--- config.mk ---
export PLATFORM = sky130hd
export DESIGN_NAME = fact_ctrl
export DESIGN_NICKNAME = d
export VERILOG_FILES = /design/src/rtl/fact_ctrl.sv
export SDC_FILE = /design/constraint.sdc
export NUM_CORES = 1
export LEC_CHECK = 0
export ABC_AREA = 1
export BUFFER_PORTS_ARGS = -buffer_cell sky130_fd_sc_hd__buf_4
export CORE_MARGIN = 10
export CORE_UTILIZATION = 65
export CTS_BUF_LIST = sky130_fd_sc_hd__clkbuf_8 sky130_fd_sc_hd__clkbuf_16
export DETAILED_ROUTE_END_ITERATION = 10
export PLACE_DENSITY = 0.85
export SLEW_MARGIN = 15
export SYNTH_ARGS = -nofsm -noshare
export SYNTH_HDL_FRONTEND = slang
export SYNTH_SLANG_ARGS = --single-unit
--- constraint.sdc ---
create_clock -name clk -period 8.5 [get_ports clk]
set_clock_uncertainty 0.15 [all_clocks]
set_input_delay 1.275 -clock clk [delete_from_list [all_inputs] [get_ports clk]]
set_output_delay 1.275 -clock clk [all_outputs]
set_load 0.02 [all_outputs]
--- src/rtl/fact_ctrl.sv ---
// fact_ctrl: start/done sequencer for the factorial datapath.
// Loads the operand into the external down-counter, then repeatedly
// multiplies the running product by the counter value using a serial
// shift-add multiplier, decrementing the counter between passes.
// The product is truncated to OUT_SIZE bits after every multiply, and a
// sticky flag records whether any of those multiplies lost high bits.
module fact_ctrl #(
    parameter int SIZE     = 8,
    parameter int OUT_SIZE = 32
) (
    input  logic                clk,
    input  logic                rst,
    input  logic                start,
    input  logic [SIZE-1:0]     n,
    input  logic [SIZE-1:0]     cnt_q,
    output logic                cnt_en,
    output logic                cnt_load,
    output logic [SIZE-1:0]     cnt_d,
    output logic                busy,
    output logic                done,
    output logic [OUT_SIZE-1:0] result,
    output logic                ovf
);

    // Accumulator holds a full OUT_SIZE x SIZE product.
    localparam int ACC_W = OUT_SIZE + SIZE;
    // Bit index must reach SIZE-1.
    localparam int IDX_W = $clog2(SIZE) + 1;

    typedef enum logic [2:0] {
        IDLE,
        LOAD,
        CHECK,
        MUL,
        DEC,
        DONE
    } state_t;

    state_t state_q;
    state_t state_d;

    // Control registers (reset)
    logic [SIZE-1:0]     n_q;
    logic [OUT_SIZE-1:0] result_q;
    logic                ovf_q;

    // Multiplier datapath registers (always initialised in CHECK, no reset)
    logic [OUT_SIZE-1:0] mcand_q;
    logic [SIZE-1:0]     mplier_q;
    logic [ACC_W-1:0]    acc_q;
    logic [IDX_W-1:0]    idx_q;

    logic [ACC_W-1:0]    addend;
    logic [ACC_W-1:0]    acc_sum;
    logic                mul_last;
    logic                cnt_le1;

    // Low OUT_SIZE bits of a full product: the value carried to the next step.
    function automatic logic [OUT_SIZE-1:0] trunc_prod(input logic [ACC_W-1:0] p);
        return p[OUT_SIZE-1:0];
    endfunction

    // True when a full product has bits above OUT_SIZE that truncation drops.
    function automatic logic prod_ovf(input logic [ACC_W-1:0] p);
        return |p[ACC_W-1:OUT_SIZE];
    endfunction

    // Partial-product add for the current multiplier bit; on the last bit
    // this sum is the complete product.
    always_comb begin
        addend   = mplier_q[0] ? (ACC_W'(mcand_q) << idx_q) : '0;
        acc_sum  = acc_q + addend;
        mul_last = (idx_q == IDX_W'(SIZE - 1));
        cnt_le1  = (cnt_q <= SIZE'(1));
    end

    // State register; reset returns to IDLE immediately.
    always_ff @(posedge clk or posedge rst) begin
        if (rst) begin
            state_q <= IDLE;
        end else begin
            state_q <= state_d;
        end
    end

    // Next-state logic and state-decoded control outputs.
    always_comb begin
        state_d  = state_q;
        cnt_en   = 1'b0;
        cnt_load = 1'b0;
        busy     = 1'b1;
        done     = 1'b0;
        case (state_q)
            IDLE: begin
                busy = 1'b0;
                if (start) begin
                    state_d = LOAD;
                end
            end
            LOAD: begin
                cnt_en   = 1'b1;
                cnt_load = 1'b1;
                state_d  = CHECK;
            end
            CHECK: begin
                state_d = cnt_le1 ? DONE : MUL;
            end
            MUL: begin
                if (mul_last) begin
                    state_d = DEC;
                end
            end
            DEC: begin
                cnt_en  = 1'b1;
                state_d = CHECK;
            end
            DONE: begin
                done    = 1'b1;
                state_d = IDLE;
            end
            default: begin
                busy    = 1'b0;
                state_d = IDLE;
            end
        endcase
    end

    // Operand capture, running product and sticky overflow.
    always_ff @(posedge clk or posedge rst) begin
        if (rst) begin
            n_q      <= '0;
            result_q <= '0;
            ovf_q    <= 1'b0;
        end else begin
            case (state_q)
                IDLE: begin
                    if (start) begin
                        n_q <= n;
                    end
                end
                LOAD: begin
                    result_q <= OUT_SIZE'(1);
                    ovf_q    <= 1'b0;
                end
                MUL: begin
                    if (mul_last) begin
                        result_q <= trunc_prod(acc_sum);
                        ovf_q    <= ovf_q | prod_ovf(acc_sum);
                    end
                end
                default: begin
                end
            endcase
        end
    end

    // Serial shift-add multiplier: result x cnt_q, one multiplier bit per cycle.
    always_ff @(posedge clk) begin
        case (state_q)
            CHECK: begin
                mcand_q  <= result_q;
                mplier_q <= cnt_q;
                acc_q    <= '0;
                idx_q    <= '0;
            end
            MUL: begin
                acc_q    <= acc_sum;
                mplier_q <= mplier_q >> 1;
                idx_q    <= idx_q + IDX_W'(1);
            end
            default: begin
            end
        endcase
    end

    assign cnt_d  = n_q;
    assign result = result_q;
    assign ovf    = ovf_q;

endmodule

==> reports/qor.txt <==
Filler instances - 1058
Worst Hold Depth - 0
Worst reg2reg startpoint - idx_q[2]
Vias - 8660
Largest net degree at the start of global routing - 55
Worst reg2reg setup slack - 3580 ps
Cts repair resizes - 0
Top Family by Delay on Critical Path - simple AND/OR/NAND/NOR gates
Initial antenna violation count - 0
Post-layout net count - 1370
Yosys warns - 0
Flops & latches, synth - 128
Commonest non-fill, non-tap cell in the layout - nand2_1
Final min period - 4920 ps
# DRC - 0
Area grow syn2layout - 12.9%
Drt via density - 5.78
Starting Density - 66.7%
GR peak layer - met2
H-tree Lvls - 4
Worst skew pair latency - 430 ps
Worst hold path class - register to register
Hold_buf cts - 0
Mean Syn Cell Area - 7.03 um2
Max Slew Vio Count - 0
Setup crit start kind - register
CP Capture Point - ovf
Global route total overflow - 0
Mapped Nets - 1322
# setup viols final - 0
Synth Cell Area - 8870 um2
Count of cell types in the netlist - 44
Crit path from - idx_q[2]
Max-Cap Viols - 0
Die height - 137 um
Worst Setup Path Type - register to register
Antenna Nets Post-Route - 0
WP data required - 8660 ps
Core area - 13300 um2
CTS tree - done
Post-synth EDFFs - 84
Root Driver - clkbuf_16
Worst R2R End - ovf
DRT Wirelength - 26400 um
Hold Violations, Final - 0
# IOs - 64
Worst-margin pin slew - 1180 ps
CP peak stage delay - 1000 ps
Vias in the first global route - 8209
Max Freq - 0.203 GHz
Clock Path Buffers - 2
Number of buffers created by CTS - 17
Setup bufs post-CTS - 0
CP arrival - 5070 ps
Initial DRC count - 995
Most used DFF post-synth - edfxtp_1
RePlAce Congestion - 1.04
Routing usage on met3 - 5.87%
Met2 Usage GRT - 47.3%
Post-route clock period utilization - 57.8%
Slew headroom - 20.9%
CTS clk-pin slew, worst paths - 60 ps
Most frequent cells in the layout - nand2_1, inv_1, nor2_1
Horiz. Die Dim - 137 um
Gr usage total - 29.1%
Layout cell share with drive strength beyond 1 - 10.7%
Row cnt - 42
Worst setup EP type - register
IO buf count - 63
DPL Wire Length - 19500 um
Crit path max fanout - 33
Post-synthesis async set-or-reset flop share - 34.4%
Setup TNS - 0 ps
Status - finished, final reports clean
Slowest library cell on the worst path - edfxtp_1
Worst path depth - 19
Top cell by count, worst path - nand2_1
Post-Synthesis Cells - 1262
First-pass GRT wire length - 42400 um
N_diodes - 0
Met1 usage - 37.2%
Post-synthesis sequential area ratio - 40.9%
CP bufs+invs - 3
Clock sinks - 128
Worst Reg2Reg Path Length in Cells - 19
1st-pass router iterations - 6
DR WL/cell - 17.6 um
Crit-path cells - inv_1 -> nor2_1 -> inv_1 -> o22ai_1 -> a21oi_1 -> nor2_1 -> ha_1 -> a21oi_1 -> o21ai_0 -> inv_1 -> nand2_1 -> a21oi_1 -> nand3_1 -> nand2_1 -> nand2_1 -> nor2_1 -> nand3_1 -> nand3_1 -> nand2_1
Die area - 18700 um2
Unrepaired setup endpoints after global routing - no
[metal layers]
| metal | up-vias | part of all wire, % |
|---|---|---|
| met5 | - | 0 |
| met4 | 0 | 3.4 |
| met3 | 67 | 9.4 |
| met2 | 472 | 47 |
| met1 | 3919 | 40 |
| li1 | 4202 | - |
[flip-flops by register name, indices dropped and copies added, names as in the netlist]
signal,cells
idx_q,4
mplier_q,8
cnt_d,8
ovf,1
state_q,3
acc_q,40
result,32
mcand_q,32
[layout make-up]
class                   count  area [um2]  share of cell area (%)
well taps                 176         220                    2.20
repair buffers             67         510                    5.10
clock inverters            13        95.1                   0.950
flip-flops and latches    128        3620                    36.2
clock buffers              19         475                    4.75
multi-input cells         954        4560                    45.5
inverters                 142         533                    5.32
[worst min path at each step]
stage,from,to,slack (ps)
floorplan,mplier_q[1],mplier_q[0],340
global placement,result[13],mcand_q[13],310
detailed placement,result[12],mcand_q[12],310
CTS,result[13],mcand_q[13],330
global route,result[26],mcand_q[26],350
finish,result[13],mcand_q[13],330
[worst reg2reg max path, cell delays in order (launching register included)]
cell      delay [ps]
edfxtp_1        1000
inv_1            710
nor2_1           440
inv_1            100
o22ai_1          190
a21oi_1           70
nor2_1           310
ha_1             390
a21oi_1          250
o21ai_0          180
inv_1             80
nand2_1           60
a21oi_1          250
nand3_1          120
nand2_1          110
nand2_1           80
nor2_1           110
nand3_1           70
nand3_1           60
nand2_1           70
[per-stage QoR]
step / setup slack (ps) / std cells / area [um2] / hold slack [ps] / util (%)
final: 3580 / 1499 / 10000 / 331 / 75.3
after detailed placement: 3820 / 1466 / 9430 / 306 / 70.9
after global routing: 3160 / 1499 / 10000 / 349 / 75.3
after CTS: 3820 / 1498 / 10000 / 328 / 75.2
after floorplan: 4720 / 1262 / 8870 / 344 / -
after global placement: 3830 / 1466 / 9430 / 314 / 70.9
[cell usage after synthesis, types with 3 or more instances]
cell type / number / area share, %
inv_2: 5 / 0.21
a31o_2: 5 / 0.49
buf_2: 6 / 0.34
nand3_2: 7 / 0.79
nand2_1: 533 / 23
nor4_1: 5 / 0.35
nor3_1: 9 / 0.51
o21bai_1: 3 / 0.25
o21ai_0: 69 / 3.9
ha_1: 40 / 5.6
buf_1: 3 / 0.13
dfrtp_1: 44 / 12
o21a_1: 4 / 0.34
nor2_1: 88 / 3.7
nor2_2: 7 / 0.49
o21ai_1: 5 / 0.28
inv_1: 136 / 5.8
mux2_2: 8 / 1.0
a21oi_1: 67 / 3.8
edfxtp_1: 84 / 28
clkbuf_1: 25 / 1.1
o22ai_1: 25 / 1.8
nand2_2: 7 / 0.49
a31oi_1: 6 / 0.42
nand3_1: 47 / 2.7
[logic make-up (layout without fill, tap and decap cells)]
| family | Yosys count | in the layout | synth area share [%] |
|---|---|---|---|
| DFF | 128 | 128 | 40.9 |
| adders and majority gates | 41 | 41 | 5.87 |
| muxes | 10 | 10 | 1.24 |
| buffers and inverters | 180 | 241 | 7.86 |
| and+or+nand+nor | 713 | 713 | 32.4 |
| AOI/OAI and AO/OA | 189 | 189 | 11.7 |
| xor gates and xnor gates | 1 | 1 | 0.0988 |
Power is left out: the tool's default activity adds up to more than one toggle a clock period on the data nets, which glitch-free logic cannot reach.
